## src/rtl/muldiv_seq_pkg.sv

```systemverilog
// Shared types for the multi-cycle mul/divu/remu sequencer.
// Operation codes match the decoded funct bits presented on the op input.
package muldiv_pkg;

  localparam int DEFAULT_WIDTH = 32;
  localparam int ITER_W        = $clog2(DEFAULT_WIDTH);

  typedef enum logic [1:0] {
    MUL  = 2'b00,
    DIVU = 2'b01,
    REMU = 2'b10,
    RSVD = 2'b11
  } op_t;

  typedef enum logic [1:0] {
    IDLE = 2'b00,
    BUSY = 2'b01,
    DONE = 2'b10
  } state_t;

endpackage

```

## src/rtl/muldiv_seq_if.sv

```systemverilog
// Request/response bundle between the datapath and the muldiv sequencer.
interface muldiv_seq_if #(
  parameter int WIDTH = 32
);
  import muldiv_pkg::*;

  logic             i_start;
  logic             i_abort;
  op_t              i_op;
  logic [WIDTH-1:0] i_a;
  logic [WIDTH-1:0] i_b;
  logic             o_busy;
  logic             o_done;
  logic             o_stall;
  logic [WIDTH-1:0] o_result;

  modport master (
    output i_start, i_abort, i_op, i_a, i_b,
    input  o_busy, o_done, o_stall, o_result
  );

  modport slave (
    input  i_start, i_abort, i_op, i_a, i_b,
    output o_busy, o_done, o_stall, o_result
  );

endinterface

```

## src/rtl/muldiv_seq_step.sv

```systemverilog
// One shift-add multiply or restoring-divide iteration, purely combinational.
// i_opd is the multiplicand (mul) or divisor (div); i_sh is the multiplier or dividend/quotient.
module muldiv_step
  import muldiv_pkg::*;
#(
  parameter int WIDTH = 32
) (
  input  op_t              i_op,
  input  logic [WIDTH-1:0] i_acc,
  input  logic [WIDTH-1:0] i_opd,
  input  logic [WIDTH-1:0] i_sh,
  output logic [WIDTH-1:0] o_acc,
  output logic [WIDTH-1:0] o_opd,
  output logic [WIDTH-1:0] o_sh
);

  logic [WIDTH:0] w_shifted;
  logic           w_fits;

  always_comb begin
    w_shifted = {i_acc, i_sh[WIDTH-1]};
    w_fits    = (w_shifted >= {1'b0, i_opd});
    o_acc     = i_acc;
    o_opd     = i_opd;
    o_sh      = i_sh;
    case (i_op)
      MUL: begin
        o_acc = i_acc + (i_sh[0] ? i_opd : '0);
        o_opd = i_opd << 1;
        o_sh  = i_sh >> 1;
      end
      DIVU, REMU: begin
        // The partial remainder stays below the divisor, so the difference always fits WIDTH bits.
        o_acc = w_fits ? (w_shifted[WIDTH-1:0] - i_opd) : w_shifted[WIDTH-1:0];
        o_sh  = {i_sh[WIDTH-2:0], w_fits};
      end
      default: ;
    endcase
  end

endmodule

```

## src/rtl/muldiv_seq.sv

```systemverilog
// Multi-cycle mul/divu/remu engine: IDLE -> BUSY (WIDTH iterations) -> DONE.
// Stalls the core while in flight and pulses done with the result for one cycle.
module muldiv_seq
  import muldiv_pkg::*;
#(
  parameter int WIDTH = 32
) (
  input logic         clk,
  input logic         reset,
  muldiv_seq_if.slave bus
);

  localparam int             CNT_W = (WIDTH > 1) ? $clog2(WIDTH) : 1;
  localparam logic [CNT_W-1:0] LAST = CNT_W'(WIDTH - 1);

  state_t           r_state;
  op_t              r_op;
  logic [WIDTH-1:0] r_acc;
  logic [WIDTH-1:0] r_opd;
  logic [WIDTH-1:0] r_sh;
  logic [CNT_W-1:0] r_cnt;
  logic             r_busy;
  logic             r_done;
  logic [WIDTH-1:0] r_result;

  logic [WIDTH-1:0] w_acc;
  logic [WIDTH-1:0] w_opd;
  logic [WIDTH-1:0] w_sh;
  logic [WIDTH-1:0] w_result;

  muldiv_step #(.WIDTH(WIDTH)) u_step (
    .i_op  (r_op),
    .i_acc (r_acc),
    .i_opd (r_opd),
    .i_sh  (r_sh),
    .o_acc (w_acc),
    .o_opd (w_opd),
    .o_sh  (w_sh)
  );

  always_comb begin
    w_result = '0;
    case (r_op)
      MUL:     w_result = w_acc;
      DIVU:    w_result = w_sh;
      REMU:    w_result = w_acc;
      default: w_result = '0;
    endcase
  end

  always_ff @(posedge clk or posedge reset) begin
    if (reset) begin
      r_state  <= IDLE;
      r_op     <= MUL;
      r_acc    <= '0;
      r_opd    <= '0;
      r_sh     <= '0;
      r_cnt    <= '0;
      r_busy   <= 1'b0;
      r_done   <= 1'b0;
      r_result <= '0;
    end else begin
      r_done <= 1'b0;
      case (r_state)
        IDLE: begin
          if (bus.i_start && !bus.i_abort) begin
            r_op    <= bus.i_op;
            r_acc   <= '0;
            r_cnt   <= '0;
            r_opd   <= (bus.i_op == MUL) ? bus.i_a : bus.i_b;
            r_sh    <= (bus.i_op == MUL) ? bus.i_b : bus.i_a;
            r_state <= BUSY;
            r_busy  <= 1'b1;
          end
        end
        BUSY: begin
          if (bus.i_abort) begin
            r_state <= IDLE;
            r_busy  <= 1'b0;
          end else begin
            r_acc <= w_acc;
            r_opd <= w_opd;
            r_sh  <= w_sh;
            r_cnt <= r_cnt + CNT_W'(1);
            if (r_cnt == LAST) begin
              r_result <= w_result;
              r_state  <= DONE;
              r_busy   <= 1'b0;
              r_done   <= 1'b1;
            end
          end
        end
        DONE: begin
          r_state <= IDLE;
          r_busy  <= 1'b0;
        end
        default: begin
          r_state <= IDLE;
          r_busy  <= 1'b0;
        end
      endcase
    end
  end

  // The accept cycle must already stall, so stall looks at the live start input.
  assign bus.o_stall  = !reset &&
                        (((r_state == IDLE) && bus.i_start && !bus.i_abort) || (r_state == BUSY));
  assign bus.o_busy   = r_busy;
  assign bus.o_done   = r_done;
  assign bus.o_result = r_result;

endmodule

```

## src/flat_wrapper.sv

```systemverilog
// flat-port wrapper written by rule: the top's interface ports become plain ports
module muldiv_seq_flat import muldiv_pkg::*;
#(
  parameter int WIDTH = 32
)
  (clk, reset, bus_i_start, bus_i_abort, bus_i_op, bus_i_a, bus_i_b, bus_o_busy, bus_o_done, bus_o_stall, bus_o_result);
  muldiv_seq_if #(.WIDTH(WIDTH)) bus_i ();
  input logic clk;
  input logic reset;
  input wire logic [$bits(bus_i.i_start)-1:0] bus_i_start;
  input wire logic [$bits(bus_i.i_abort)-1:0] bus_i_abort;
  input wire logic [$bits(bus_i.i_op)-1:0] bus_i_op;
  input wire logic [$bits(bus_i.i_a)-1:0] bus_i_a;
  input wire logic [$bits(bus_i.i_b)-1:0] bus_i_b;
  output wire logic [$bits(bus_i.o_busy)-1:0] bus_o_busy;
  output wire logic [$bits(bus_i.o_done)-1:0] bus_o_done;
  output wire logic [$bits(bus_i.o_stall)-1:0] bus_o_stall;
  output wire logic [$bits(bus_i.o_result)-1:0] bus_o_result;
  assign bus_i.i_start = bus_i_start;
  assign bus_i.i_abort = bus_i_abort;
  assign bus_i.i_op = bus_i_op;
  assign bus_i.i_a = bus_i_a;
  assign bus_i.i_b = bus_i_b;
  assign bus_o_busy = bus_i.o_busy;
  assign bus_o_done = bus_i.o_done;
  assign bus_o_stall = bus_i.o_stall;
  assign bus_o_result = bus_i.o_result;
  muldiv_seq #(.WIDTH(WIDTH)) u_core (.clk(clk), .reset(reset), .bus(bus_i));
endmodule
```

## config.mk

```make
export PLATFORM = sky130hd
export DESIGN_NAME = muldiv_seq_flat
export DESIGN_NICKNAME = d
export VERILOG_FILES = /design/src/rtl/muldiv_seq_pkg.sv /design/src/rtl/muldiv_seq_if.sv /design/src/rtl/muldiv_seq_step.sv /design/src/rtl/muldiv_seq.sv /design/src/flat_wrapper.sv
export SDC_FILE = /design/constraint.sdc
export NUM_CORES = 1
export LEC_CHECK = 0
export CAP_MARGIN = 5
export CORE_MARGIN = 2
export CORE_UTILIZATION = 60
export CTS_BUF_LIST = sky130_fd_sc_hd__clkbuf_4
export CTS_CLUSTER_SIZE = 30
export DETAILED_ROUTE_END_ITERATION = 8
export HOLD_SLACK_MARGIN = 0.02
export PLACE_DENSITY = 0.93
export SLEW_MARGIN = 20
export SYNTH_ARGS = -nofsm -noshare
export SYNTH_HDL_FRONTEND = slang
export SYNTH_SLANG_ARGS = --single-unit
```

## constraint.sdc

```tcl
create_clock -name clk -period 5.3 [get_ports clk]
set_clock_uncertainty 0.05 [all_clocks]
set_input_delay 0.795 -clock clk [delete_from_list [all_inputs] [get_ports clk]]
set_output_delay 0.795 -clock clk [all_outputs]
set_load 0.005 [all_outputs]
```

### After elaboration in Yosys (flattened, before gate mapping)

Cells that the tools add are included.
W data, S select, Z words.

| cells by class | value |
|---|---|
| $add $sub $neg | 3 |
| magnitude comparators | 1 |
| equal/unequal tests | 8 |
| multiplexer cells | 31 |
| bitwise operators | 1 |
| reductions and logical operators | 18 |

Operator list:

| operator | number |
|---|---|
| $pmux W32 S2 | 6 |
| $mux W32 | 11 |
| $ge A33 B32 Y1 | 1 |
| $add A32 B32 Y32 | 1 |
| $sub A32 B32 Y32 | 1 |
| $mux W5 | 2 |
| $pmux W5 S2 | 1 |
| $logic_not A2 Y1 | 3 |
| $mux W1 | 6 |
| $mux W2 | 3 |
| $reduce_and A3 Y1 | 2 |
| $add A5 B1 Y5 const B | 1 |
| $eq A5 B5 Y1 const B | 1 |
| $eq A2 B1 Y1 const B | 2 |
| $logic_and A1 B1 Y1 | 4 |
| $ne A2 B2 Y1 const B | 2 |
| $pmux W2 S2 | 1 |
| $reduce_and A2 Y1 | 2 |
| $reduce_and A4 Y1 | 1 |
| $reduce_or A2 Y1 | 2 |
| $ne A3 B2 Y1 const B | 1 |
| $eq A2 B2 Y1 const B | 1 |
| $logic_not A1 Y1 | 2 |
| $ne A2 B1 Y1 const B | 1 |
| other kinds (4) | 4 |

| storage, ports and cells | value |
|---|---|
| register bits after elaboration | 139 |
| output and inout bits | 35 |

### Depth between registers and ports, before layout

| depth | value |
|---|---|
| word-level depth | 5 |
| gate-level depth with buffers | 15 |
| mapped depth without buffers | 15 |

### By module

Synthesis repeated with hierarchy kept, for this count alone.

| unflattened totals | value |
|---|---|
| cells, all modules | 1677 |
| area, all modules | 12652.1 um^2 |

Modules (own cells, without submodules):

| module | instances | cells each | area an instance (um^2) | sequential area each (um^2) |
|---|---|---|---|---|
| muldiv_seq | 1 | 807 | 7200.7 | 3453.3 |
| muldiv_step | 1 | 870 | 5451.5 | 0.0 |

### Least setup slack after synthesis

Ideal clock, no wire load.

| timing | value |
|---|---|
| path type | register to register |
| from | reg u_core.r_sh[0] |
| to | reg u_core.r_result[28], in the netlist u_core.bus.o_result[28] |
| data arrival time | 3304 ps |
| slack | 1800 ps |
| cell stages (with the launch flop) | 16 |
| buffers on the path | 1 |
| cell sequence | dfrtp_1 -> clkbuf_1 -> and2_1 -> ha_1 -> fa_1 -> a211oi_1 -> o21ai_0 -> o2111ai_1 -> a21boi_0 -> o21ai_0 -> a21oi_1 -> nor4_1 -> nor2_1 -> xor2_1 -> a221oi_1 -> o221ai_1 |

| between the ends | value |
|---|---|
| longest elaborated chain between the ends | 4 |

RTL lines:

| what | RTL line | RTL |
|---|---|---|
| from (decl) | muldiv_seq.sv:20 | `logic [WIDTH-1:0] r_sh;` |
| from (signal assigned) | muldiv_seq.sv:71 | `r_sh <= (bus.i_op == MUL) ? bus.i_b : bus.i_a;` |
| from (signal assigned) | muldiv_seq.sv:83 | `r_sh <= w_sh;` |
| $mux W32 | muldiv_seq_step.sv:28 | `o_acc = i_acc + (i_sh[0] ? i_opd : '0);` |
| $add A32 B32 Y32 | muldiv_seq_step.sv:28 |  |
| $pmux W32 S2 | muldiv_seq_step.sv:26 | `case (i_op)` |
| $pmux W32 S2 | muldiv_seq.sv:43 | `case (r_op)` |
| to (signal assigned) | muldiv_seq.sv:86 | `r_result <= w_result;` |
| to (decl) | muldiv_seq.sv:24 | `logic [WIDTH-1:0] r_result;` |

No other way between the ends.
A chain may end at the register's enable or synchronous reset.

### Worst setup path in the final report

Ends and elaborated chain as after synthesis.

==> summary.txt <==
Placed design
  • Gp weighted congestion: ~1.0
  • Dpl ws: 0.809 ns
  • Placed Cells: around 1700
  • HPWL after detailed placement: between 20 and 30 mm
  • Count of port buffers added during placement: roughly 100

Floorplanning
  • DIE WIDTH: around 140 um
  • Core Area: between 15000 and 20000 um2
  • # rows: 50
  • Initial Utilization: 0.609
  • Ports: between 100 and 150
  • Full die area: between 15000 and 20000 um2
  • Die Span Y: between 100 and 150 um

Timing
  • RSZ-0062 raised after global routing: no
  • Setup TNS: 0 ns
  • Final Hold Viols: 0
  • FMAX: 215 MHz
  • Period utilization: 0.876
  • Setup Viol. Count Final: 0
  • Slew margin rel.: 0.316
  • Min Tclk post-route: ~4.6 ns
  • Final slew viol count: 0
  • Final worst slack: ~0.66 ns
  • Worst Max-Slew Pin Slew: approximately 1.0 ns

Power
  • Pleak: 5.54 nW
  • IR drop worst, VDD: around 450 uV
  • Cell area power density: roughly 560 nW/um2

Synth
  • Synth Area per Inst: ~8 um2
  • Largest family of logic cells by synthesized area: compound AO/OA/AOI/OAI gates
  • Compound-Gate Fraction of Synth Area: 0.303
  • Mux cell area share after synthesis: 0.0518
  • Number of synthesized flops with an enable pin: 0
  • Post-synthesis simple-gate area fraction: 0.165
  • Cells after Synth: ~1400
  • Register area share after synthesis: 0.305
  • Xor-xnor portion of the synthesized cell area: 0.0426
  • Async SR Flop Fraction: 1.00
  • YS warnings: 0
  • Syn Std Cell Area: between 10000 and 15000 um2
  • Synth Area in Adders: 0.0799
  • Synth Net Count: around 1600
  • Top_reg_cell synth: dfrtp_1
  • Seq cells post-synth: around 140
  • Synth unique cells: 70

Finish
  • Finished Layout Cells: approximately 1700
  • Number of fill cells: between 1000 and 1500
  • Final #Nets: roughly 1600
  • Area added between synthesis and finish: 12.8%
  • Layout cells sized above 1: 0.0809

Outcome
  • Status: complete, no violations

Global routing
  • Antenna violations before repair: 1
  • Grt ovf: 0
  • Largest net degree at the start of global routing: 110
  • Vias in the first global route: between 10000 and 15000
  • Gr usage total: 0.356
  • First-pass GRT wire length: 56.7 mm

Clocking
  • CTS buffer count: 17
  • Skew-Pair Late Insertion Delay: around 0.6 ns
  • CTS tree: built
  • Hold-fix buffers, CTS: 0
  • Clock Path Buffers: 2
  • H-tree Lvls: 4
  • Post-CTS sizing: 0
  • Worst-path clk slew: about 0.13 ns
  • CTS root buffer: clkbuf_4
  • Post-CTS setup buffers: 0
  • Sink Count: around 140

Routing
  • Aggregate routed wire length: around 36 mm
  • ANT nets after route: 0
  • Vias post-DR: between 10000 and 15000
  • Wire per inst: approximately 21 um
  • Drc violations: 0
  • Vias per inst: 6.81
  • Iter 0 DRT Violations: 1411
  • Router iterations before antenna repair: 6

Hold path
  • Worst Hold Class: reg2reg

Setup path
  • Crit-path max cell delay: 0.71 ns
  • Cells along the critical path: and2_1, ha_1, fa_1, a211oi_1, o21ai_0, o2111ai_1, a21boi_0, o21ai_0, a21oi_1, nor4_1, nor2_1, xor2_1, a221oi_1, o221ai_1
  • CP top delay family: compound AO/OA/AOI/OAI gates
  • Cell mode on critical path: o21ai_0
  • Worst EP arrival: just over 5 ns
  • Kind of critical path: reg2reg
  • Critical Path RT: 5.69 ns
  • R2R Setup Slk: 0.66 ns
  • Crit. End Element: register
  • CP max-delay cell: dfrtp_1
  • Worst-path fanout max: 21
  • Buf/Inv on CP: 0
  • CP startpoint kind: register

Flow run
  • Max_cap viols: 0
[metrics by stage]
step / util / hold slack [ns] / power (mW) / instance area [um2]
floorplan: - / 0.399 / 4.99 / 11300
CTS: 0.686 / 0.459 / 6.95 / 12800
finish: 0.687 / 0.465 / 7.14 / 12800
global route: 0.687 / 0.469 / 7.58 / 12800
global placement: 0.671 / 0.427 / 6.09 / 12500
detailed placement: 0.671 / 0.422 / 6.21 / 12500
[logic make-up (layout without fill, tap and decap cells)]
family          after synthesis  after routing
simple gates                409            409
buf+inv                     152            207
other cells                   0              1
fa+ha+maj                    71             71
compound gates              564            564
flops                       138            138
mux                          52             52
xor+xnor                     55             55
[flip-flops by register name, indices dropped and copies added, names as in the netlist]
signal and cells:
u_core.r_cnt 5, u_core.r_acc 32, u_core.r_op 2, u_core.bus.o_done 1, u_core.r_state 2, u_core.r_sh 32
u_core.r_opd 32, u_core.bus.o_result 32
[cell type report]
cell class              instances  area, um2  area share
multi-input cells            1151       7320       0.574
flip-flops and latches        138       3450       0.271
repair buffers                125       1210      0.0949
well taps                     234        293      0.0230
inverters                      51        199      0.0156
clock inverters                13        146      0.0115
clock buffers                  18        135      0.0106
diodes                          1       2.50    0.000196
[cell usage after synthesis (3+ instances only)]
master,count,share of area
a211oi_1,13,0.0086
a21boi_0,6,0.0040
a21o_1,24,0.016
a21oi_1,182,0.081
a221o_1,4,0.0035
a221oi_1,5,0.0039
a22oi_1,56,0.037
a311oi_1,4,0.0031
a31oi_1,14,0.0077
and2_1,33,0.018
and3_1,14,0.0077
and4_1,3,0.0023
buf_1,9,0.0030
buf_2,8,0.0035
clkbuf_1,82,0.027
dfrtp_1,138,0.31
ha_1,69,0.076
inv_1,51,0.017
mux2_2,48,0.048
mux2i_1,3,0.0027
nand2_1,176,0.058
nand2b_1,12,0.0066
nand3_1,38,0.017
nand4_1,7,0.0039
nor2_1,94,0.031
nor2b_1,8,0.0044
nor3_1,4,0.0018
nor3b_1,3,0.0020
o211ai_1,7,0.0046
o21a_1,4,0.0027
o21ai_0,180,0.080
o21ai_1,4,0.0018
o21bai_1,4,0.0027
o221ai_1,23,0.018
o31ai_1,4,0.0027
o41ai_1,6,0.0046
or3_1,5,0.0028
xnor2_1,35,0.027
xor2_1,20,0.015
[cell usage in the layout, fill, tap and decap left out, drive strengths merged, types with 5 or more instances in the layout]
cell / Yosys / final
o21ai: 185 / 185
a21oi: 182 / 182
nand2: 176 / 176
dfrtp: 138 / 138
clkdlybuf4s50: 0 / 104
nor2: 95 / 95
ha: 69 / 69
a22oi: 56 / 56
inv: 51 / 53
mux2: 49 / 49
nand3: 39 / 39
xnor2: 35 / 35
and2: 33 / 33
a21o: 24 / 24
o221ai: 23 / 23
buf: 19 / 21
xor2: 20 / 20
clkbuf: 82 / 18
a31oi: 15 / 15
and3: 14 / 14
a211oi: 14 / 14
nand2b: 12 / 12
nor2b: 8 / 8
nand4: 7 / 7
o211ai: 7 / 7
a21boi: 7 / 7
o41ai: 6 / 6
a221oi: 6 / 6
or3: 5 / 5
clkinv: 0 / 5
[worst register-to-register path, stage by stage, from the launching register on]
cell	delay [ns]
dfrtp_1	0.71
and2_1	0.32
ha_1	0.22
fa_1	0.42
a211oi_1	0.32
o21ai_0	0.14
o2111ai_1	0.15
a21boi_0	0.17
o21ai_0	0.43
a21oi_1	0.15
nor4_1	0.53
nor2_1	0.13
xor2_1	0.16
a221oi_1	0.38
o221ai_1	0.18
[where the power goes]
part / switching (mW) / internal (mW)
Sequential: 0.363 / 1.30
Clock: 0.442 / 0.285
Combinational: 2.81 / 1.94
Total: 3.61 / 3.53
[worst paths after layout]
kind	startpoint	end	cells past startpoint
min in group asynchronous	reset	u_core.r_sh[2]$_DFFE_PP0P_	2
hold / removal	u_core.bus.o_result[13]$_DFFE_PP0P_	u_core.bus.o_result[13]$_DFFE_PP0P_	2
setup reg to reg	u_core.r_sh[0]$_DFFE_PP0P_	u_core.bus.o_result[28]$_DFFE_PP0P_	14
hold reg to reg	u_core.bus.o_result[13]$_DFFE_PP0P_	u_core.bus.o_result[13]$_DFFE_PP0P_	2
setup / recovery	u_core.r_sh[0]$_DFFE_PP0P_	u_core.bus.o_result[28]$_DFFE_PP0P_	14
max in group asynchronous	reset	u_core.r_acc[22]$_DFFE_PP0P_	3
[layer usage]
metal | part of all wire | GRT usage | wire [um] | vias up
met5 | 0 | 0 | 0 | -
met2 | 0.43 | 0.543 | 15500 | 834
met1 | 0.40 | 0.495 | 14200 | 5513
met3 | 0.14 | 0.106 | 5120 | 125
li1 | - | - | - | 5312
met4 | 0.029 | 0.0989 | 1050 | 0
No activity file was read; power rests on OpenSTA's default activity.
